$ cat config.mk
export PLATFORM = sky130hd
export DESIGN_NAME = mc_control_fsm_flat
export DESIGN_NICKNAME = d
export VERILOG_FILES = /design/src/rtl/mc_pkg.sv /design/src/rtl/mc_control_fsm_if.sv /design/src/rtl/mc_alu_decoder.sv /design/src/rtl/mc_control_fsm.sv /design/src/flat_wrapper.sv
export SDC_FILE = /design/constraint.sdc
export NUM_CORES = 1
export LEC_CHECK = 0
export ABC_AREA = 1
export BUFFER_PORTS_ARGS = -buffer_cell sky130_fd_sc_hd__buf_4
export CORE_MARGIN = 2
export CORE_UTILIZATION = 27
export DETAILED_ROUTE_END_ITERATION = 8
export PLACE_DENSITY = 0.58
export SYNTH_ARGS = -nofsm -noshare
export SYNTH_HDL_FRONTEND = slang
export SYNTH_SLANG_ARGS = --single-unit
$ cat constraint.sdc
create_clock -name clk -period 1.9 [get_ports clk]
set_clock_uncertainty 0.15 [all_clocks]
set_input_delay 0.19 -clock clk [delete_from_list [all_inputs] [get_ports clk]]
set_output_delay 0.19 -clock clk [all_outputs]
set_load 0.03 [all_outputs]
$ cat src/rtl/mc_pkg.sv
// Shared definitions for the multicycle controller and the ALU.
package mc_pkg;

    localparam int unsigned OP_W   = 6;
    localparam int unsigned FC_W   = 6;
    localparam int unsigned ALU_W  = 3;
    localparam int unsigned SEL_W  = 2;

    typedef enum logic [3:0] {
        S_FETCH    = 4'd0,
        S_DECODE   = 4'd1,
        S_MEMADR   = 4'd2,
        S_MEMRD    = 4'd3,
        S_MEMWB    = 4'd4,
        S_MEMWR    = 4'd5,
        S_RTYPE_EX = 4'd6,
        S_RTYPE_WB = 4'd7,
        S_ADDI_EX  = 4'd8,
        S_ADDI_WB  = 4'd9,
        S_BEQ_EX   = 4'd10,
        S_JUMP     = 4'd11,
        S_ILLEGAL  = 4'd12
    } state_e;

    // Opcodes
    localparam logic [OP_W-1:0] OP_RTYPE = 6'b000000;
    localparam logic [OP_W-1:0] OP_ADDI  = 6'b001000;
    localparam logic [OP_W-1:0] OP_LW    = 6'b100011;
    localparam logic [OP_W-1:0] OP_SW    = 6'b101011;
    localparam logic [OP_W-1:0] OP_BEQ   = 6'b000100;
    localparam logic [OP_W-1:0] OP_J     = 6'b000010;

    // R-type funct codes
    localparam logic [FC_W-1:0] FC_ADD = 6'b100000;
    localparam logic [FC_W-1:0] FC_SUB = 6'b100010;
    localparam logic [FC_W-1:0] FC_AND = 6'b100100;
    localparam logic [FC_W-1:0] FC_OR  = 6'b100101;
    localparam logic [FC_W-1:0] FC_SLT = 6'b101010;

    // ALU operation codes
    localparam logic [ALU_W-1:0] ALU_ADD = 3'b000;
    localparam logic [ALU_W-1:0] ALU_SUB = 3'b001;
    localparam logic [ALU_W-1:0] ALU_AND = 3'b010;
    localparam logic [ALU_W-1:0] ALU_OR  = 3'b011;
    localparam logic [ALU_W-1:0] ALU_SLT = 3'b100;
    localparam logic [ALU_W-1:0] ALU_BEQ = 3'b101;

    // ALU B-operand and PC source selects
    localparam logic [SEL_W-1:0] SRCB_REG    = 2'b00;
    localparam logic [SEL_W-1:0] SRCB_FOUR   = 2'b01;
    localparam logic [SEL_W-1:0] SRCB_IMM    = 2'b10;
    localparam logic [SEL_W-1:0] SRCB_IMM_SH = 2'b11;
    localparam logic [SEL_W-1:0] PCSRC_ALU    = 2'b00;
    localparam logic [SEL_W-1:0] PCSRC_ALUOUT = 2'b01;
    localparam logic [SEL_W-1:0] PCSRC_JUMP   = 2'b10;

    // Full control word driven toward the datapath
    typedef struct packed {
        logic              mem_read;
        logic              mem_write;
        logic              iord;
        logic              ir_write;
        logic              pc_write;
        logic              branch;
        logic              reg_write;
        logic              reg_dst;
        logic              mem_to_reg;
        logic              alu_src_a;
        logic [SEL_W-1:0]  alu_src_b;
        logic [SEL_W-1:0]  pc_src;
        logic [ALU_W-1:0]  alu_control;
        logic              instr_done;
        logic              illegal;
    } ctrl_t;

endpackage

$ cat src/rtl/mc_control_fsm_if.sv
// Controller <-> datapath/memory signal bundle.
interface mc_control_fsm_if;
    import mc_pkg::*;

    logic [OP_W-1:0]  op;
    logic [FC_W-1:0]  fc;
    logic             mem_ready;

    logic             mem_read;
    logic             mem_write;
    logic             iord;
    logic             ir_write;
    logic             pc_write;
    logic             branch;
    logic             reg_write;
    logic             reg_dst;
    logic             mem_to_reg;
    logic             alu_src_a;
    logic [SEL_W-1:0] alu_src_b;
    logic [SEL_W-1:0] pc_src;
    logic [ALU_W-1:0] alu_control;
    logic             instr_done;
    logic             illegal;

    // Controller side
    modport master (
        input  op, fc, mem_ready,
        output mem_read, mem_write, iord, ir_write, pc_write, branch,
               reg_write, reg_dst, mem_to_reg, alu_src_a, alu_src_b,
               pc_src, alu_control, instr_done, illegal
    );

    // Datapath / memory side
    modport slave (
        output op, fc, mem_ready,
        input  mem_read, mem_write, iord, ir_write, pc_write, branch,
               reg_write, reg_dst, mem_to_reg, alu_src_a, alu_src_b,
               pc_src, alu_control, instr_done, illegal
    );

endinterface

$ cat src/rtl/mc_alu_decoder.sv
// Funct field to ALU operation mapping for R-type instructions.
module mc_alu_decoder
    import mc_pkg::*;
(
    input  logic [FC_W-1:0]  fc_i,
    output logic [ALU_W-1:0] alu_ctrl_c_o,
    output logic             fc_legal_c_o
);

    // Map funct to ALU code; flag unsupported functs
    always_comb begin
        alu_ctrl_c_o = ALU_ADD;
        fc_legal_c_o = 1'b1;
        case (fc_i)
            FC_ADD:  alu_ctrl_c_o = ALU_ADD;
            FC_SUB:  alu_ctrl_c_o = ALU_SUB;
            FC_AND:  alu_ctrl_c_o = ALU_AND;
            FC_OR:   alu_ctrl_c_o = ALU_OR;
            FC_SLT:  alu_ctrl_c_o = ALU_SLT;
            default: fc_legal_c_o = 1'b0;
        endcase
    end

endmodule

$ cat src/rtl/mc_control_fsm.sv
// Multicycle processor control FSM. Control outputs are decoded from the
// registered state so an asynchronous reset changes them immediately.
module mc_control_fsm
    import mc_pkg::*;
(
    input  logic              clk,
    input  logic              rst_n,
    mc_control_fsm_if.master  bus
);

    state_e           state_q, state_d;
    logic             is_sw_q, is_sw_d;
    ctrl_t            ctrl_c;
    logic [ALU_W-1:0] rtype_alu_c;
    logic             fc_legal_c;

    mc_alu_decoder u_alu_dec (
        .fc_i         (bus.fc),
        .alu_ctrl_c_o (rtype_alu_c),
        .fc_legal_c_o (fc_legal_c)
    );

    // State and lw/sw selector registers
    always_ff @(posedge clk or negedge rst_n) begin
        if (!rst_n) begin
            state_q <= S_FETCH;
            is_sw_q <= 1'b0;
        end else begin
            state_q <= state_d;
            is_sw_q <= is_sw_d;
        end
    end

    // Next-state and control-word decode
    always_comb begin
        state_d = state_q;
        is_sw_d = is_sw_q;
        ctrl_c  = '0;
        case (state_q)
            S_FETCH: begin
                ctrl_c.mem_read    = 1'b1;
                ctrl_c.alu_src_b   = SRCB_FOUR;
                ctrl_c.alu_control = ALU_ADD;
                ctrl_c.pc_src      = PCSRC_ALU;
                // Writes are held off while reset is still asserted
                ctrl_c.ir_write    = bus.mem_ready & rst_n;
                ctrl_c.pc_write    = bus.mem_ready & rst_n;
                if (bus.mem_ready) state_d = S_DECODE;
            end
            S_DECODE: begin
                ctrl_c.alu_src_b   = SRCB_IMM_SH;
                ctrl_c.alu_control = ALU_ADD;
                // lw/sw choice is latched here so later op changes are ignored
                case (bus.op)
                    OP_LW: begin
                        state_d = S_MEMADR;
                        is_sw_d = 1'b0;
                    end
                    OP_SW: begin
                        state_d = S_MEMADR;
                        is_sw_d = 1'b1;
                    end
                    OP_RTYPE: state_d = fc_legal_c ? S_RTYPE_EX : S_ILLEGAL;
                    OP_ADDI:  state_d = S_ADDI_EX;
                    OP_BEQ:   state_d = S_BEQ_EX;
                    OP_J:     state_d = S_JUMP;
                    default:  state_d = S_ILLEGAL;
                endcase
            end
            S_MEMADR: begin
                ctrl_c.alu_src_a   = 1'b1;
                ctrl_c.alu_src_b   = SRCB_IMM;
                ctrl_c.alu_control = ALU_ADD;
                state_d = is_sw_q ? S_MEMWR : S_MEMRD;
            end
            S_MEMRD: begin
                ctrl_c.mem_read = 1'b1;
                ctrl_c.iord     = 1'b1;
                if (bus.mem_ready) state_d = S_MEMWB;
            end
            S_MEMWB: begin
                ctrl_c.reg_write  = 1'b1;
                ctrl_c.mem_to_reg = 1'b1;
                ctrl_c.instr_done = 1'b1;
                state_d = S_FETCH;
            end
            S_MEMWR: begin
                ctrl_c.mem_write  = 1'b1;
                ctrl_c.iord       = 1'b1;
                ctrl_c.instr_done = bus.mem_ready;
                if (bus.mem_ready) state_d = S_FETCH;
            end
            S_RTYPE_EX: begin
                ctrl_c.alu_src_a   = 1'b1;
                ctrl_c.alu_src_b   = SRCB_REG;
                ctrl_c.alu_control = rtype_alu_c;
                state_d = S_RTYPE_WB;
            end
            S_RTYPE_WB: begin
                ctrl_c.reg_write  = 1'b1;
                ctrl_c.reg_dst    = 1'b1;
                ctrl_c.instr_done = 1'b1;
                state_d = S_FETCH;
            end
            S_ADDI_EX: begin
                ctrl_c.alu_src_a   = 1'b1;
                ctrl_c.alu_src_b   = SRCB_IMM;
                ctrl_c.alu_control = ALU_ADD;
                state_d = S_ADDI_WB;
            end
            S_ADDI_WB: begin
                ctrl_c.reg_write  = 1'b1;
                ctrl_c.instr_done = 1'b1;
                state_d = S_FETCH;
            end
            S_BEQ_EX: begin
                ctrl_c.alu_src_a   = 1'b1;
                ctrl_c.alu_src_b   = SRCB_REG;
                ctrl_c.alu_control = ALU_BEQ;
                ctrl_c.branch      = 1'b1;
                ctrl_c.pc_src      = PCSRC_ALUOUT;
                ctrl_c.instr_done  = 1'b1;
                state_d = S_FETCH;
            end
            S_JUMP: begin
                ctrl_c.pc_write   = 1'b1;
                ctrl_c.pc_src     = PCSRC_JUMP;
                ctrl_c.instr_done = 1'b1;
                state_d = S_FETCH;
            end
            S_ILLEGAL: begin
                ctrl_c.illegal = 1'b1;
            end
            default: state_d = S_FETCH;
        endcase
    end

    // Drive the control word onto the bus
    assign bus.mem_read    = ctrl_c.mem_read;
    assign bus.mem_write   = ctrl_c.mem_write;
    assign bus.iord        = ctrl_c.iord;
    assign bus.ir_write    = ctrl_c.ir_write;
    assign bus.pc_write    = ctrl_c.pc_write;
    assign bus.branch      = ctrl_c.branch;
    assign bus.reg_write   = ctrl_c.reg_write;
    assign bus.reg_dst     = ctrl_c.reg_dst;
    assign bus.mem_to_reg  = ctrl_c.mem_to_reg;
    assign bus.alu_src_a   = ctrl_c.alu_src_a;
    assign bus.alu_src_b   = ctrl_c.alu_src_b;
    assign bus.pc_src      = ctrl_c.pc_src;
    assign bus.alu_control = ctrl_c.alu_control;
    assign bus.instr_done  = ctrl_c.instr_done;
    assign bus.illegal     = ctrl_c.illegal;

endmodule

$ cat src/flat_wrapper.sv
// flat-port wrapper written by rule: the top's interface ports become plain ports
module mc_control_fsm_flat import mc_pkg::*;
  (clk, rst_n, bus_op, bus_fc, bus_mem_ready, bus_mem_read, bus_mem_write, bus_iord, bus_ir_write, bus_pc_write, bus_branch, bus_reg_write, bus_reg_dst, bus_mem_to_reg, bus_alu_src_a, bus_alu_src_b, bus_pc_src, bus_alu_control, bus_instr_done, bus_illegal);
  mc_control_fsm_if bus_i ();
  input  logic clk;
  input  logic rst_n;
  input wire logic [$bits(bus_i.op)-1:0] bus_op;
  input wire logic [$bits(bus_i.fc)-1:0] bus_fc;
  input wire logic [$bits(bus_i.mem_ready)-1:0] bus_mem_ready;
  output wire logic [$bits(bus_i.mem_read)-1:0] bus_mem_read;
  output wire logic [$bits(bus_i.mem_write)-1:0] bus_mem_write;
  output wire logic [$bits(bus_i.iord)-1:0] bus_iord;
  output wire logic [$bits(bus_i.ir_write)-1:0] bus_ir_write;
  output wire logic [$bits(bus_i.pc_write)-1:0] bus_pc_write;
  output wire logic [$bits(bus_i.branch)-1:0] bus_branch;
  output wire logic [$bits(bus_i.reg_write)-1:0] bus_reg_write;
  output wire logic [$bits(bus_i.reg_dst)-1:0] bus_reg_dst;
  output wire logic [$bits(bus_i.mem_to_reg)-1:0] bus_mem_to_reg;
  output wire logic [$bits(bus_i.alu_src_a)-1:0] bus_alu_src_a;
  output wire logic [$bits(bus_i.alu_src_b)-1:0] bus_alu_src_b;
  output wire logic [$bits(bus_i.pc_src)-1:0] bus_pc_src;
  output wire logic [$bits(bus_i.alu_control)-1:0] bus_alu_control;
  output wire logic [$bits(bus_i.instr_done)-1:0] bus_instr_done;
  output wire logic [$bits(bus_i.illegal)-1:0] bus_illegal;
  assign bus_i.op = bus_op;
  assign bus_i.fc = bus_fc;
  assign bus_i.mem_ready = bus_mem_ready;
  assign bus_mem_read = bus_i.mem_read;
  assign bus_mem_write = bus_i.mem_write;
  assign bus_iord = bus_i.iord;
  assign bus_ir_write = bus_i.ir_write;
  assign bus_pc_write = bus_i.pc_write;
  assign bus_branch = bus_i.branch;
  assign bus_reg_write = bus_i.reg_write;
  assign bus_reg_dst = bus_i.reg_dst;
  assign bus_mem_to_reg = bus_i.mem_to_reg;
  assign bus_alu_src_a = bus_i.alu_src_a;
  assign bus_alu_src_b = bus_i.alu_src_b;
  assign bus_pc_src = bus_i.pc_src;
  assign bus_alu_control = bus_i.alu_control;
  assign bus_instr_done = bus_i.instr_done;
  assign bus_illegal = bus_i.illegal;
  mc_control_fsm u_core (.clk(clk), .rst_n(rst_n), .bus(bus_i));
endmodule
* Yosys cells after proc, flatten, opt, wreduce, memory -nomap -nowiden
Index checks and enable logic that the tools add are counted.
** Cells by class
- Bitwise operators :: 2
- Multiplexer cells :: 25
- Reduce and logical (&&, ||, !) cells :: 13
- Eq/ne operators :: 25
** Operators by type and width (number)
- 6-bit equality test (second input constant) :: 7
- 4-bit case mux with 8 select lines :: 1
- 4-bit equality test (second input constant) :: 5
- 4-bit case mux with 5 select lines :: 1
- 4-bit by 3-bit equality test with 1-bit output (second input constant) :: 4
- 4-bit 2-to-1 mux :: 4
- 3-bit case mux with 4 select lines :: 1
- 1-bit 2-to-1 mux :: 11
- 5-bit OR reduction :: 2
- 4-bit by 2-bit equality test with 1-bit output (second input constant) :: 2
- 2-bit OR reduction :: 4
- 6-bit by 2-bit equality test with 1-bit output (second input constant) :: 1
- 6-bit by 3-bit equality test with 1-bit output (second input constant) :: 1
- 6-bit by 4-bit equality test with 1-bit output (second input constant) :: 1
- 6-bit zero test :: 1
- 2-bit != test (second input constant) :: 3
- 1-bit case mux with 2 select lines :: 3
- 2-bit case mux with 3 select lines :: 1
- 3-bit case mux with 2 select lines :: 1
- 4-bit by 1-bit equality test with 1-bit output (second input constant) :: 1
- 4-bit zero test :: 1
- 2-bit case mux with 2 select lines :: 1
- 4-bit AND reduction :: 1
- 4-bit OR reduction :: 1
- 6 further kinds :: 6
** Storage, ports and cells
- Word-level logic and storage cells :: 67
- Register bits :: 5

* Logic depth before layout (Yosys ltp)
- Depth in word-level cells :: 6
- Mapped depth :: 9
- Gate-level depth less buffers :: 9

* Hierarchy
A second synthesis with hierarchy kept.
** Unflattened totals
- Cells, all modules :: 125
- Area total of the unflattened synthesis :: 713.2 um2
** By module, submodules not included
- mc_control_fsm :: sequential area each 125.1 um2, cells an instance 105, times used 1, area each 613.1 um2
- mc_alu_decoder :: sequential area each 0.0 um2, cells an instance 20, times used 1, area each 100.1 um2

* Worst setup path after synthesis
OpenSTA, ideal clock, no wires.
- Path kind :: register -> output
- Start point :: register u_core.state_q[0]
- End point :: output port bus_alu_control[2]
- Cell stages (with the launch flop) :: 6
- Slack :: -71 ps
- Buffers on the path :: 0
- Arrival time :: 1631 ps
- Required time :: 1560 ps
- Path through :: dfrtp_1 -> inv_2 -> nand2_1 -> nor2_1 -> inv_1 -> o21ai_0
** On the way
- Longest elaborated chain between the ends :: 2
- Elaborated cells on any way between the ends :: 3
- Those cells by class :: eq/ne (2); mux (1)
** RTL lines
- from (decl) :: RTL line mc_control_fsm.sv:11 : state_e state_q, state_d;
- from (signal assigned) :: RTL line mc_control_fsm.sv:29 : state_q <= state_d;
- 4-bit equality test / 4-bit by 3-bit equality test with 1-bit output (equally long branches) :: RTL line mc_control_fsm.sv:39 : case (state_q)
- 3-bit case mux with 2 select lines * :: RTL line mc_control_fsm.sv:39
- to (decl) :: RTL line flat_wrapper.sv:22 : output wire logic [$bits(bus_i.alu_control)-1:0] bus_alu_control;
Every way passes the cells marked *; elsewhere a longest branch is shown, timed or not.

* Worst setup path in the final report
- Start point :: register u_core.state_q[0]
- End point :: output port bus_pc_write
** On the way
- Longest elaborated chain between the ends :: 2
- Elaborated cells on any way between the ends :: 3
- Those cells by class :: eq/ne (1); mux (1); reduce/logical (1)
** RTL lines
- 4-bit equality test / 4-bit zero test (equally long branches) :: RTL line mc_control_fsm.sv:39
- 1-bit case mux with 2 select lines * :: RTL line mc_control_fsm.sv:39
- to (decl) :: RTL line flat_wrapper.sv:14 : output wire logic [$bits(bus_i.pc_write)-1:0] bus_pc_write;
Marks and branches as above.

==> impl_results.md <==
* Final setup viols at 0
* # port buffers at 33
* CP Class: flop to primary output
* Status: complete, no violations
* Period utilization at 97.2%
* Share of the synthesized area in the top cell type at 18.1%
* Final net count at 181
* Total core area at 2450 um2
* RSZ-0062 raised after global routing: yes
* Power Density at 1190 nW/um2
* Largest net degree at the start of global routing at 9
* Via total after detailed routing at 901
* Syn_nets at 137
* CTS tree: done
* FF-to-FF End: u_core.state_q[2]
* Hpwl dp at 1.64 mm
* Mux cell area share after synthesis at 0%
* Post-synth top area cell: dfrtp_1
* Max VDD drop at 0.717 mV
* Via density at 4.62
* Initial antenna violation count at 0
* Post-Syn Instances at 122
* Layout cells sized above 1 at 41.8%
* Clock buffer depth at 2
* Detailed Routing Iterations Pass 1 at 4
* Post-synthesis simple-gate area fraction at 56.1%
* Hold Crit Start: bus_op[3]
* Worst r2r path cells at 9
* Vias in the first global route at 848
* P_leak at 0.632 nW
* Synth Warn # at 0
* Post-synth EDFFs at 0
* First-pass GRT wire length at 3.36 mm
* Layout area overhead at 56.1%
* Row cnt at 18
* Ys flop type: dfrtp_1
* Wire length per cell at 10.5 um
* GRT Total Usage at 15.4%
* Worst-Skew Late Latency at 0.25 ns
* Post-Syn Area at 693 um2
* Startpoint Class: flop
* Max Fclk at 541 MHz
* Critical path fanouts, max at 5
* CP Data Arrival Time at 1.51 ns
* Post-Syn Area per Cell at 5.68 um2
* Detailed-route DRC error count at 0
* H-tree Lvls at 1
* Reg-to-reg slack, setup at 0.25 ns
* Slew Viols, Final at 0
* Max-cap violation count at 0
* Reg2Reg Launch Point: u_core.state_q[2]
* Diode count at 0
* WL final at 2.06 mm
* Final GP Congestion at 0.759
* Adder-cell share of the synthesized area at 0%
* Register area share after synthesis at 18.1%
* # fillers at 258
* Required time at the worst-slack endpoint at 1.56 ns
* DRT iter0 DRCs at 24
* Global route overflow at 0
* Top-count cell post-synth: nand2_1
* List of most frequent post-synthesis cells: 27 x nand2_1, 24 x nor2_1, 21 x inv_1
* Async S/R FF share, synth at 100%
* Unique masters post-synth at 24
* Root buf cell: clkbuf_4
* CTS buffer count at 3
* Final hold slack at 0.0916 ns
* Routed Antenna Nets at 0
* CP endpoint kind: primary output
* Worst Hold Endpoint: u_core.is_sw_q
* Placed cells at 183
* Clk sink count at 5
* Hold WC Path Type: input pin to flop
* # IOs at 34
* Setup TNS Final at 0 ns
* Area contributors post-synth: dfrtp_1 18%, nand2_1 15%, nor2_1 13%
* Worst slew margin at 84.3%
* Die height at 54.7 um
* Starting density of the core at 28.2%
* Final hold vios at 0
* Synth Area in Compound Gates at 9.57%
* Main combinational cell family by area after synthesis: simple AND/OR/NAND/NOR gates
* Final min period at 1.85 ns
* Die width at 54.7 um
* Worst Tran Pin Value at 0.235 ns
* Hold path cells at 3
* XOR/XNOR Fraction of Synth Area at 0%
* Layout Cells excl Fill at 195
* Post-synthesis sequential element count at 5
* CTS clk-pin slew, worst paths at 0.05 ns
* Die area at 2990 um2
-- cell type report --
class / instances / area [um2] / area share (%)
tap: 30 / 37.5 / 3.47
timing repair buffer: 41 / 314 / 29.0
inverter: 25 / 96.3 / 8.90
sequential: 5 / 128 / 11.8
multi-input combinational: 90 / 480 / 44.4
clock buffer: 4 / 26.3 / 2.43
-- how the worst max path moves through the flow --
stage,slack [ns],to,depth (start not counted),startpoint
2_1_floorplan,-0.03,bus_alu_control[2],6,u_core.state_q[2]
3_3_place_gp,0.27,bus_alu_control[0],9,u_core.state_q[2]
3_5_place_dp,0.19,bus_alu_control[0],9,u_core.state_q[2]
4_1_cts,0.00003,bus_alu_control[0],9,u_core.state_q[2]
5_1_grt,-0.05,bus_alu_control[0],9,u_core.state_q[2]
6_report,0.05,bus_pc_write,5,u_core.state_q[0]
-- state kept, by name, summed over array words and instances (netlist names) --
name and count:
u_core.is_sw_q 1, u_core.state_q 4
-- per-stage QoR --
stage | total power (W) | setup slack [ns] | utilization, % | instance area [um2]
after floorplan | 0.000823 | -0.0278 | - | 701
after global placement | 0.00109 | 0.267 | 39.4 | 967
after detailed placement | 0.00109 | 0.194 | 39.4 | 967
after CTS | 0.00124 | 0.0000264 | 41.8 | 1030
after global routing | 0.00139 | -0.0471 | 44.1 | 1080
final | 0.00129 | 0.0530 | 44.1 | 1080
-- routing by layer --
layer	global-route usage, %	wire (um)
met4	9.58	65
met3	1.37	96
met1	17.1	848
met2	27.6	1040
met5	0	0
-- critical path: stages, from the launching register on --
cell,delay (ns)
dfrtp_2,0.42
buf_4,0.16
nor2_4,0.12
nand2_1,0.17
o22ai_1,0.20
buf_4,0.19
-- placed cells by master (no fill, tap or decap) --
cell and n:
nand3_1 14, o211ai_1 1, nor2_4 4, a21oi_2 1, nor3_4 1, o221ai_1 1, nor3_1 1, dfrtp_2 2
a21oi_1 1, clkbuf_4 3, o21ai_0 5, nor2_2 6, nand3_2 2, inv_1 18, inv_2 6, nor2_1 19
dfrtp_1 3, buf_4 39, buf_6 1, dlygate4sd3_1 1, nand4_1 2, nor2_8 1, or2_1 1, inv_4 1
nand2_2 2, clkbuf_1 1, o21ai_1 1, nand2_1 26, o22ai_1 1
-- logic make-up (layout without fill, tap and decap cells) --
logic type             after synthesis  after routing
DFF                                  5              5
AOI/OAI and AO/OA                   11             11
buffers and inverters               27             70
and+or+nand+nor                     79             79
-- power by group --
| part | switching [W] | total [W] | internal [W] |
|---|---|---|---|
| sequential | 0.0000384 | 0.000187 | 0.000149 |
| clock | 0.0000448 | 0.000124 | 0.0000795 |
| combinational | 0.000638 | 0.000974 | 0.000336 |
-- what timing repair did --
| action | CTS | global route |
|---|---|---|
| endpoints found under the hold margin | 5 | 0 |
| buffers inserted | 2 | 5 |
| pin swaps | 2 | 3 |
| hold buffers | 1 | 0 |
| gates resized for setup | 5 | 7 |
| setup endpoints to repair | 2 | 6 |
Power figures use the tool's default switching activity.
